--- src/rtl/mac_result_drain.sv ---
// Result drain behind the MAC engine: buffers {mode, sum} results in a small FIFO
// and serializes each one as 1/2/4 LSW-first 32-bit beats, depending on the captured mode.
module mac_result_drain #(
    parameter int DEPTH = 2,
    parameter int SUM_W = 128,
    parameter int CNT_W = 16
) (
    input  logic             clk,
    input  logic             nrst,
    input  logic             mac_valid,
    output logic             mac_ready,
    input  logic [SUM_W-1:0] mac_sum,
    input  logic [3:0]       mac_mode,
    output logic [31:0]      out_data,
    output logic             out_valid,
    input  logic             out_ready,
    output logic             out_last,
    output logic [1:0]       out_beat,
    output logic [CNT_W-1:0] result_count
);

    localparam int PTR_W  = (DEPTH > 1) ? $clog2(DEPTH) : 1;
    localparam int OCC_W  = $clog2(DEPTH + 1);
    localparam int NWORDS = SUM_W / 32;
    localparam logic [OCC_W-1:0] FULL_OCC = OCC_W'(DEPTH);

    logic [3:0]       mode_mem [DEPTH];
    logic [SUM_W-1:0] sum_mem  [DEPTH];

    logic [PTR_W-1:0] wr_ptr;
    logic [PTR_W-1:0] rd_ptr;
    logic [OCC_W-1:0] occ;
    logic [1:0]       beat_cnt;

    logic [3:0]       head_mode;
    logic [SUM_W-1:0] head_sum;
    logic [1:0]       last_beat;
    logic [31:0]      head_word;
    logic             is_last;
    logic             push;
    logic             beat_fire;
    logic             pop;

    assign head_mode = mode_mem[rd_ptr];
    assign head_sum  = sum_mem[rd_ptr];

    // Reserved modes fall back to the widest serialization.
    always_comb begin
        case (head_mode)
            4'd1:    last_beat = 2'd1;
            4'd2:    last_beat = 2'd0;
            default: last_beat = 2'd3;
        endcase
    end

    always_comb begin
        head_word = '0;
        for (int k = 0; k < NWORDS && k < 4; k++) begin
            if (beat_cnt == k[1:0]) begin
                head_word = head_sum[32*k +: 32];
            end
        end
    end

    assign mac_ready = (occ != FULL_OCC);
    assign out_valid = (occ != '0);
    assign is_last   = (beat_cnt == last_beat);
    assign push      = mac_valid && mac_ready;
    assign beat_fire = out_valid && out_ready;
    assign pop       = beat_fire && is_last;

    assign out_data = out_valid ? head_word : 32'd0;
    assign out_beat = beat_cnt;
    assign out_last = out_valid && is_last;

    // Storage is not reset; out_data is masked while the FIFO is empty.
    always_ff @(posedge clk) begin
        if (nrst && push) begin
            mode_mem[wr_ptr] <= mac_mode;
            sum_mem[wr_ptr]  <= mac_sum;
        end
    end

    always_ff @(posedge clk) begin
        if (!nrst) begin
            wr_ptr       <= '0;
            rd_ptr       <= '0;
            occ          <= '0;
            beat_cnt     <= '0;
            result_count <= '0;
        end else begin
            if (push) begin
                wr_ptr <= wr_ptr + 1'b1;
            end
            if (beat_fire) begin
                if (is_last) begin
                    beat_cnt     <= '0;
                    rd_ptr       <= rd_ptr + 1'b1;
                    result_count <= result_count + 1'b1;
                end else begin
                    beat_cnt <= beat_cnt + 1'b1;
                end
            end
            case ({push, pop})
                2'b10:   occ <= occ + 1'b1;
                2'b01:   occ <= occ - 1'b1;
                default: occ <= occ;
            endcase
        end
    end

endmodule

--- config.mk ---
export PLATFORM = sky130hd
export DESIGN_NAME = mac_result_drain
export DESIGN_NICKNAME = d
export VERILOG_FILES = /design/src/rtl/mac_result_drain.sv
export SDC_FILE = /design/constraint.sdc
export NUM_CORES = 1
export LEC_CHECK = 0
export CORE_ASPECT_RATIO = 0.6
export CORE_MARGIN = 8
export CORE_UTILIZATION = 44
export CTS_BUF_LIST = sky130_fd_sc_hd__clkbuf_8
export DETAILED_ROUTE_END_ITERATION = 10
export GPL_TIMING_DRIVEN = 1
export PLACE_DENSITY_LB_ADDON = 0.05
export SLEW_MARGIN = 10
export SYNTH_ARGS = -nofsm -noshare
export SYNTH_HDL_FRONTEND = slang
export SYNTH_SLANG_ARGS = --single-unit
--- constraint.sdc ---
create_clock -name clk -period 11.5 [get_ports clk]
set_clock_uncertainty 0.2 [all_clocks]
set_input_delay 2.3 -clock clk [delete_from_list [all_inputs] [get_ports clk]]
set_output_delay 2.3 -clock clk [all_outputs]
set_load 0.1 [all_outputs]
* After elaboration in Yosys (flattened, before gate mapping)
Memory sizes are Yosys's and may differ from the RTL's. A register that Yosys moved wholly into a read port is not among the register bits.
Index checks and enable logic that the tools add are counted.
** Word-level totals
- Logic and storage cells :: 45
- Output and inout port bits :: 53
- Memories kept :: 2
- Bits in registers :: 22
- RAM bits :: 264
** Operators by class
- Reduce and logical (&&, ||, !) cells :: 9
- Add/sub/neg operators :: 6
- Equal/unequal tests :: 9
- Muxes and demuxes :: 14
** Memories
- sum_mem :: depth 2, width 128, rd ports 1, clocked after memory_dff 1, write ports 1, line 28 : logic [SUM_W-1:0] sum_mem [DEPTH];
- mode_mem :: depth 2, width 4, rd ports 1, clocked after memory_dff 1, write ports 1, line 27 : logic [3:0] mode_mem [DEPTH];
** Operators by type and width (count)
- $mux 32 :: 5
- $add 16x1->16 const B :: 1
- $pmux 2 s2 :: 2
- $eq 2x2->1 const B :: 3
- $mux 1 :: 6
- $logic_and 1x1->1 :: 5
- $add 2x1->2 const B :: 2
- $eq 2x1->1 const B :: 2
- $eq 4x1->1 const B :: 1
- $eq 4x2->1 const B :: 1
- $reduce_bool 2->1 :: 2
- $add 1x1->1 const B :: 2
- $eq 2x2->1 :: 1
- $logic_not 2->1 :: 1
- $mux 2 :: 1
- $ne 2x2->1 const B :: 1
- $reduce_and 2->1 :: 1
- $sub 2x1->2 const B :: 1

* Depth between registers and ports, before layout
Gate-level depths: netlist of the first run.
- Depth in word-level cells :: 6
- Mapped depth :: 11

* Worst setup path after synthesis of the first run
Ideal clock, no wire load.
- Path type :: input to register
- From :: input port mac_valid
- To :: memory mode_mem[0][0], enable pin
- Slack :: -0.858 ns
- Path buffers :: 0
- Setup time :: 0.785 ns
- Stages :: 2
- Arrival :: 11.372 ns
- Path through :: nand2_1 > nor3_1
** Between the ends
- Cells in the longest elaborated chain, start to end :: 4
** RTL lines
- from (decl) :: line 10 : input logic mac_valid,
- $logic_and 1x1->1 :: line 68 : assign push = mac_valid && mac_ready;
- $logic_and 1x1->1 :: line 78 : if (nrst && push) begin
- $mux 1 :: line 78
- $mux 1 (not written as such) :: line 79 : mode_mem[wr_ptr] <= mac_mode;
- to (decl) :: line 27
Every way passes these cells.

==> results of run 1 <==
## metrics by stage
| step | instance area, µm² | setup WS [ns] | std cells |
|---|---|---|---|
| finish | 14580 | 4.168 | 1304 |
| global route | 14580 | 3.846 | 1304 |
| CTS | 14580 | 4.100 | 1304 |
| detailed placement | 13780 | 4.727 | 1223 |
| global placement | 13780 | 4.744 | 1223 |
| floorplan | 11570 | -0.8578 | 717 |
## cells by family (layout without fill, tap and decap cells)
kind of cell             count (synthesis)  after routing  synth area share
flip-flops                             287            287            0.7249
AO/OA/AOI/OAI                          141            141           0.08542
multiplexers                           129            129            0.1185
AND/OR/NAND/NOR                         92             92           0.03958
buffers and inverters                   57            284           0.02130
adder cells (fa/ha/maj)                  6              6          0.006488
XOR/XNOR                                 5              5          0.003785
## metal layers
layer	share of wire	wire length (µm)
met1	0.44	12230
met2	0.48	13110
met3	0.063	1738
met4	0.014	396
met5	0.00091	25
## state kept, by name, summed over array words and instances, names as in the netlist, named ones only
signal / count
result_count: 16
wr_ptr: 1
sum_mem: 256
mode_mem: 8
rd_ptr: 1
occ: 2
out_beat: 2
## cell usage after synthesis, drive strengths merged, types with 2 or more instances
library cell / n / area (µm²)
or4: 9 / 67.56
edfxtp: 264 / 7928
clkbuf: 29 / 108.9
nor2: 41 / 153.9
nand4: 5 / 31.28
buf: 20 / 107.6
ha: 6 / 75.07
xnor2: 3 / 26.28
mux2i: 65 / 650.6
dfxtp: 23 / 460.4
a21oi: 50 / 250.2
inv: 8 / 30.03
or3: 4 / 25.02
o21ai: 5 / 25.02
nand2b: 3 / 18.77
mux2: 64 / 720.7
nand2: 7 / 26.28
nand3: 9 / 45.04
nor2b: 2 / 12.51
and2: 2 / 12.51
xor2: 2 / 17.52
nor3: 4 / 20.02
nor4: 4 / 31.28
a221oi: 33 / 289.0
a211oi: 32 / 240.2
o31ai: 9 / 67.56
## power by group
part	switching [mW]	internal [mW]	total [mW]	leakage, nW
combinational	0.297	0.131	0.427	1.52
clock	0.382	0.394	0.775	0.478
sequential	0.0152	1.20	1.21	2.61
## layout make-up
| type | count | area [µm²] | share of cell area |
|---|---|---|---|
| clock buffers | 46 | 633.1 | 0.04343 |
| clock inverters | 35 | 167.7 | 0.01150 |
| well taps | 360 | 450.4 | 0.03090 |
| repair buffers | 195 | 1934 | 0.1327 |
| flip-flops and latches | 287 | 8392 | 0.5757 |
| multi-input cells | 373 | 2969 | 0.2037 |
| inverters | 8 | 30.03 | 0.002060 |
## worst min-delay path by stage
stage                               endpoint  slack [ns]
6_report       result_count[15]$_SDFFE_PN0P_        0.29
3_5_place_dp   result_count[15]$_SDFFE_PN0P_        0.28
5_1_grt        result_count[15]$_SDFFE_PN0P_        0.33
3_3_place_gp   result_count[15]$_SDFFE_PN0P_        0.26
4_1_cts        result_count[15]$_SDFFE_PN0P_        0.29
2_1_floorplan            occ[1]$_SDFFE_PN0P_        0.27
## tightest hold or removal path, cell delays in order (launching register included)
cell     delay, ns
dfxtp_1       0.32
o31ai_1       0.07
a21oi_1       0.05
==> flow_metrics.py, run 1 <==
metrics = {
    "finish": {
        "nFillCells": 2127,
        "layout-drive-gt1-share": 0.1409,
        "syn2layout_area_growth_pct": 25.97,
        "final_cell_mix": "edfxtp_1 (264), clkdlybuf4s50_1 (188), mux2i_1 (65), mux2_2 (64), a21oi_1 (50)",
        "final_core_util": 0.5578,
        "num_antenna_cells": 0,
        "layout_commonest_cell": "edfxtp_1",
        "nNetsFinal": 1051,
    },
    "clock_network": {
        "root_buffer": "clkbuf_8",
        "cts_resized": 0,
        "cts_buffers": 44,
        "clock_latency_ns": 0.54,
        "clock-sinks": 287,
        "path_clk_slew_ns": 0.06,
        "post_cts.repair.setup_buffers": 0,
        "hold_buffers": 0,
        "cts_buffer_depth": 3,
        "tritoncts": "built",
        "cts_max_level": 2,
    },
    "power_and_ir_drop": {
        "p_leak_nw": 4.608,
        "irDropWorstVdd_mv": 0.09356,
        "power_density_mw_per_mm2": 165.5,
        "finalPower_mw": 2.413,
    },
    "die": {
        "io_pins": 189,
        "core_area_mm2": 0.02613,
        "die_h_um": 141.6,
        "dieArea_mm2": 0.03191,
        "start_util": 0.4428,
        "die_x_um": 225.4,
        "num_rows": 46,
    },
    "place": {
        "port_buffers": 188,
        "finalWeightedCongestion": 0.7458,
        "dp_hpwl_um": 16930,
    },
    "timing": {
        "relSlewSlack": 0.2278,
        "final_min_period_over_clock_period": 0.6376,
        "slew_violations": 0,
        "setup_tns_ns": 0,
        "fmax_mhz": 136.4,
        "period_needed_ns": 7.332,
        "hold_viol_final": 0,
        "grt_setup_unrepaired": "false",
        "worst_hold_slack_ns": 0.2890,
        "tightest_slew_ns": 1.158,
        "setup_viol": 0,
    },
    "setup_path": {
        "crit_family": "buffers and inverters",
        "cp_max_fo": 73,
        "cp.depth": 7,
        "worst-endpoint-arrival_ns": 4.83,
        "rr_endpoint": "occ[1]$_SDFFE_PN0P_",
        "rrSetupSlack_ns": 8.09,
        "r2r_cells": 7,
        "critPathBufInv": 2,
        "cp_cell_sequence": "buf_4, mux2_2, a221oi_1, a21oi_1, nor2_1, a211oi_1, clkdlybuf4s50_1",
        "required_ns": 9.00,
        "critPathLaunchType": "flop",
        "worstSetupPathType": "flop to output pin",
        "max_stage_delay_ns": 1.03,
        "cp-end-kind": "output pin",
        "setup.worst_path.end": "out_data[7]",
        "cpMaxStageDelayCell": "clkdlybuf4s50_1",
    },
    "synthesis": {
        "synthDistinctLibCells": 43,
        "synthesis.area_mm2": 0.01157,
        "seq_area_frac_synth": 0.7249,
        "synth-async-reset-ratio": 0,
        "syn_avg_cell_area_um2": 16.14,
        "ys_ff_latch": 287,
        "synth_edf_count": 264,
        "syn_nets": 859,
        "synthFlopType": "edfxtp_1",
        "yosys_warnings": 0,
        "syn-instance-count": 717,
    },
    "detailed_routing": {
        "via_per_inst": 5.328,
        "drt_iter0_markers": 495,
        "drcViolationCount": 0,
        "routedWlPerCell_um": 21.09,
        "via_count": 6948,
        "wl_um": 27500,
        "ant_nets": 0,
        "drtPass1Iterations": 5,
    },
    "grt": {
        "grt_max_degree": 78,
        "met1_usage": 0.2196,
        "grt_use_met2": 0.2753,
        "grt_pass1_wl_um": 42170,
        "grt_util_all_layers": 0.1697,
        "busiest_layer": "met2",
        "met3_usage": 0.05277,
        "grt_pass1_vias": 7352,
        "grt-ovfl-total": 0,
        "antenna_found_initial": 3,
    },
    "job": {
        "cap_violations": 0,
    },
    "worst_hold_path": {
        "min_delay_path_depth": 2,
        "hold_path.class": "flop to flop",
        "worst_hold_startpoint": "result_count[15]$_SDFFE_PN0P_",
    },
    "outcome": {
        "status": "complete, no violations",
    },
}
No activity file was read; power rests on OpenSTA's default activity.
==> run 2: changes to the inputs <==
Clock period 11.5 ns to 7.4 ns, I/O delays scaled along.
==> run 2 against run 1 <==
Register-to-register slack lost 4.0 ns; combinational power grew 56%; hold slack gained 0.015 ns; global-route usage barely moved; cell count decreased by 0.38%; design area about the same; setup slack got worse by 3.0 ns; count of clock-buffer cells in the layout grew 1; sequential cell count unchanged.
==> flow_metrics.py, run 2 (synthesis results as in run 1) <==
metrics = {
    "outcome": {
        "status": "complete, no violations",
    },
    "power_and_ir_drop": {
        "pwr-share-clk": 0.314,
        "switching_share": 0.2878,
        "switchingPower_mw": 1.069,
        "power_density_mw_per_mm2": 254.7,
        "p_leak_nw": 4.588,
        "finalPower_mw": 3.713,
        "power_frac_seq": 0.507,
        "p_comb_frac": 0.179,
        "irDropWorstVdd_mv": 0.1493,
        "p_int_mw": 2.645,
    },
    "timing": {
        "setup_tns_ns": 0,
        "grt_setup_unrepaired": "false",
        "final_min_period_over_clock_period": 0.8484,
        "worst_hold_slack_ns": 0.3041,
        "slew_violations": 0,
        "period_needed_ns": 6.278,
        "relSlewSlack": 0.3136,
        "setup_viol": 0,
        "tightest_slew_ns": 1.026,
        "hold_viol_final": 0,
        "fmax_mhz": 159.3,
    },
    "finish": {
        "design_area_mm2": 0.01458,
        "final_cell_mix": "edfxtp_1 (264), clkdlybuf4s50_1 (188), mux2i_1 (65), mux2_2 (64), a21oi_1 (50)",
        "largestRegisters": "sum_mem (256), result_count (16), mode_mem (8)",
        "syn2layout_area_growth_pct": 26.01,
        "largest_reg_flops": 256,
        "top_register": "sum_mem",
        "layout-drive-gt1-share": 0.1398,
        "nNetsFinal": 1050,
        "layout_commonest_cell": "edfxtp_1",
    },
    "detailed_routing": {
        "routedWlPerCell_um": 21.15,
        "via_count": 6959,
        "wl_um": 27470,
        "via_per_inst": 5.357,
        "drcViolationCount": 0,
        "drtPass1Iterations": 5,
        "drt_iter0_markers": 437,
        "ant_nets": 0,
    },
    "setup_path": {
        "cp_cell_sequence": "inv_1, ha_2, nor2b_4, a221oi_1, a21oi_1, nor2_1, a211oi_1, clkdlybuf4s50_1",
        "critPathLaunchType": "flop",
        "worst-endpoint-arrival_ns": 4.60,
        "critPathBufInv": 2,
        "cp-end-kind": "output pin",
        "worstSetupPathType": "flop to output pin",
        "max_stage_delay_ns": 1.19,
        "cpMaxStageDelayCell": "clkdlybuf4s50_1",
        "required_ns": 5.72,
        "cp_max_fo": 33,
        "crit_family": "buffers and inverters",
    },
    "clock_network": {
        "path_clk_slew_ns": 0.06,
        "clock_latency_ns": 0.56,
        "hold_buffers": 0,
        "cts_resized": 0,
        "cts_buffers": 45,
        "post_cts.repair.setup_buffers": 0,
        "clock-sinks": 287,
        "cts_buffer_depth": 3,
        "root_buffer": "clkbuf_8",
        "cts_max_level": 2,
        "tritoncts": "built",
    },
    "grt": {
        "grt_pass1_vias": 7331,
        "antenna_found_initial": 7,
        "grt_pass1_wl_um": 41990,
        "grt-ovfl-total": 0,
        "grt_max_degree": 133,
        "grt_util_all_layers": 0.1693,
    },
    "die": {
        "core_area_mm2": 0.02613,
        "die_h_um": 141.6,
        "io_pins": 189,
        "num_rows": 46,
        "dieArea_mm2": 0.03191,
        "start_util": 0.4428,
        "die_x_um": 225.4,
    },
    "place": {
        "port_buffers": 188,
        "dp_hpwl_um": 17040,
        "place_area_mm2": 0.01381,
        "finalWeightedCongestion": 0.7878,
    },
    "worst_hold_path": {
        "hold_path.class": "flop to flop",
    },
    "job": {
        "cap_violations": 0,
    },
}
## run 2: cell types whose count changed in the layout (fill, tap and decap cells not counted), moves of 2 or more
cell	delta
clkinv_1	-4
nor3_4	+2
buf_4	-5
diode_2	+2
nor3_2	-2
buf_12	+3
## run 2: power by group through the flow
stage | logic, mW | registers [mW] | clock network (mW)
finish | 0.665 | 1.88 | 1.17
global route | 0.704 | 1.89 | 1.29
CTS | 0.673 | 1.88 | 1.21
detailed placement | 0.671 | 1.92 | 0
global placement | 0.666 | 1.91 | 0
floorplan | 0.437 | 1.93 | 0
## run 2: through the flow
stage	instances	setup slack [ns]	utilization
final	1299	1.122	0.5580
after detailed placement	1221	1.643	0.5285
after global routing	1298	0.8148	0.5579
after global placement	1221	1.708	0.5285
after CTS	1297	1.029	0.5578
after floorplan	717	-0.05623	-
## run 2: cell type report
class                      instances  area [µm²]
sequential                       287        8392
inverter                           8       30.03
multi-input combinational        373        2982
clock inverter                    29       117.6
clock buffer                      47       646.9
tap                              360       450.4
antenna                            2       5.005
timing repair buffer             193        1957
fill                            2124       11550
## run 2: layer usage
layer	share of wire	global-route usage
met1	0.44	0.2227
met2	0.47	0.2646
met3	0.071	0.05834
met4	0.019	0.04738
met5	0.0027	0
## run 2: tightest hold or removal path: cells and delay by family (launching register included)
family | cells | cell delay [ns]
AOI/OAI and AO/OA | 2 | 0.13
DFF | 1 | 0.32
## run 2: path summary, 6_finish.rpt
path	end	start	slack, ns	depth (start not counted)
worst max register to register	occ[1]$_SDFFE_PN0P_	flop	4.09	7
worst max-delay path	out_data[26]	out_beat[1]$_SDFFE_PN0N_	1.12	8
worst min-delay path	result_count[15]$_SDFFE_PN0P_	result_count[15]$_SDFFE_PN0P_	0.30	2
worst min register to register	result_count[15]$_SDFFE_PN0P_	result_count[15]$_SDFFE_PN0P_	0.30	2
==> run 3: changes to the inputs <==
Clock period 7.4 ns to 5.05 ns, I/O delays scaled along.
==> run 3 against run 2 <==
Setup slack worse by 0.57 ns; wire length up 2.0%; critical path depth fell by 2; core utilization up 0.59 points; non-clock buffer count increased by 9; die area is the same; sequential share of layout area fell by 0.60 points; count of clock-buffer cells in the layout is 2 lower; first-iteration DRC count grew 43%; highest routed layer unchanged; global-route usage is 0.31 points higher; cell count increased by 0.85%.
==> flow_metrics.py, run 3 (synthesis results as in run 1) <==
metrics = {
    "job": {
        "cap_violations": 0,
    },
    "finish": {
        "largestRegisters": "sum_mem (256), result_count (16), mode_mem (8)",
        "final_cell_mix": "edfxtp_1 (264), clkdlybuf4s50_1 (155), mux2i_1 (65), mux2_2 (64), a21oi_1 (50)",
        "syn2layout_area_growth_pct": 27.34,
        "design_area_mm2": 0.01473,
        "layout-drive-gt1-share": 0.2184,
        "top_register": "sum_mem",
        "layout_commonest_cell": "edfxtp_1",
        "largest_reg_flops": 256,
        "nNetsFinal": 1057,
    },
    "detailed_routing": {
        "drtPass1Iterations": 6,
        "via_count": 7026,
        "drt_iter0_markers": 624,
        "drcViolationCount": 0,
        "via_per_inst": 5.363,
        "ant_nets": 0,
        "routedWlPerCell_um": 21.39,
        "wl_um": 28020,
    },
    "clock_network": {
        "clock_latency_ns": 0.55,
        "clock-sinks": 287,
        "cts_buffers": 43,
        "cts_resized": 0,
        "cts_max_level": 2,
        "post_cts.repair.setup_buffers": 0,
        "path_clk_slew_ns": 0.06,
        "cts_buffer_depth": 3,
        "tritoncts": "built",
        "root_buffer": "clkbuf_8",
        "hold_buffers": 0,
    },
    "die": {
        "core_area_mm2": 0.02613,
        "num_rows": 46,
        "dieArea_mm2": 0.03191,
        "die_h_um": 141.6,
        "die_x_um": 225.4,
        "io_pins": 189,
        "start_util": 0.4428,
    },
    "setup_path": {
        "cp_cell_sequence": "buf_4, nor3b_1, a311oi_1, o32a_4, nor2_1, buf_4",
        "worstSetupPathType": "flop to output pin",
        "cpMaxStageDelayCell": "dfxtp_4",
        "critPathBufInv": 2,
        "rrSetupSlack_ns": 1.48,
        "crit_family": "compound AO/OA/AOI/OAI gates",
        "cp-end-kind": "output pin",
        "cp.depth": 6,
        "r2r_cells": 8,
        "cp_max_fo": 47,
        "rr_endpoint": "occ[1]$_SDFFE_PN0P_",
        "setup.worst_path.end": "out_last",
        "critPathLaunchType": "flop",
        "required_ns": 3.84,
        "max_stage_delay_ns": 0.84,
        "cpMostUsedCell": "buf_4",
        "worst-endpoint-arrival_ns": 3.29,
    },
    "place": {
        "dp_hpwl_um": 18280,
        "place_ws_ns": 1.132,
        "finalWeightedCongestion": 0.8045,
        "port_buffers": 188,
        "place_area_mm2": 0.01397,
    },
    "timing": {
        "fin_ws_ns": 0.5522,
        "worst_hold_slack_ns": 0.3095,
        "grt_setup_unrepaired": "false",
        "setup_viol": 0,
        "slew_violations": 0,
        "hold_viol_final": 0,
        "fmax_mhz": 222.3,
        "setup_tns_ns": 0,
        "final_min_period_over_clock_period": 0.8907,
        "relSlewSlack": 0.3211,
        "tightest_slew_ns": 1.015,
        "period_needed_ns": 4.498,
    },
    "grt": {
        "grt_util_all_layers": 0.1724,
        "grt_pass1_wl_um": 42760,
        "grt-ovfl-total": 0,
        "antenna_found_initial": 2,
        "grt_max_degree": 75,
        "grt_pass1_vias": 7457,
    },
    "worst_hold_path": {
        "hold_path.class": "flop to flop",
    },
    "power_and_ir_drop": {
        "power_density_mw_per_mm2": 370.2,
        "irDropWorstVdd_mv": 0.2404,
        "finalPower_mw": 5.454,
        "p_leak_nw": 4.701,
    },
    "outcome": {
        "status": "complete, no violations",
    },
}
-- run 3: cell count changes in the layout (fill, tap and decap cells not counted), sizes merged --
cell,change
buf,+42
clkdlybuf4s50,-33
clkinv,+7
inv,-3
clkbuf,-2
-- run 3: cell type report --
cell class | count | area, µm²
clock buffer | 45 | 619.3
timing repair buffer | 202 | 1942
fill | 2141 | 11400
clock inverter | 33 | 138.9
sequential | 287 | 8392
multi-input combinational | 373 | 3157
tap | 360 | 450.4
inverter | 8 | 30.03
antenna | 2 | 5.005
-- run 3: routing by layer --
| layer | track usage | up-vias | share of wire |
|---|---|---|---|
| met3 | 0.04989 | 48 | 0.070 |
| li1 | - | 3267 | - |
| met5 | 0 | - | 0.00093 |
| met1 | 0.2323 | 3489 | 0.44 |
| met2 | 0.2714 | 218 | 0.47 |
| met4 | 0.04601 | 4 | 0.018 |
-- run 3: power breakdown --
part	internal, mW	switching, mW	total (mW)
registers	2.72	0.0343	2.76
logic	0.304	0.704	1.01
clock network	0.828	0.862	1.69
-- run 3: worst register-to-register path: stages (launching register included) --
cell	delay, ns
dfxtp_4	0.84
buf_4	0.44
nor3b_1	0.11
a311oi_1	0.54
o32a_4	0.46
nor2_1	0.09
ha_1	0.34
or3_1	0.35
a21oi_1	0.14
-- run 3: worst min-delay path by stage --
stage          cells past startpoint                           from                       endpoint  slack (ns)
3_5_place_dp                       2            rd_ptr$_SDFFE_PN0P_                           flop        0.30
2_1_floorplan                      2            rd_ptr$_SDFFE_PN0P_                           flop        0.28
5_1_grt                            2  result_count[15]$_SDFFE_PN0P_  result_count[15]$_SDFFE_PN0P_        0.32
3_3_place_gp                       2  result_count[15]$_SDFFE_PN0P_  result_count[15]$_SDFFE_PN0P_        0.27
4_1_cts                            2  result_count[15]$_SDFFE_PN0P_  result_count[15]$_SDFFE_PN0P_        0.31
6_report                           2  result_count[15]$_SDFFE_PN0P_  result_count[15]$_SDFFE_PN0P_        0.31
-- run 3: metrics by stage --
step	utilization	instances
floorplan	-	717
global placement	0.5347	1230
detailed placement	0.5347	1230
CTS	0.5637	1308
global route	0.5637	1308
finish	0.5639	1310
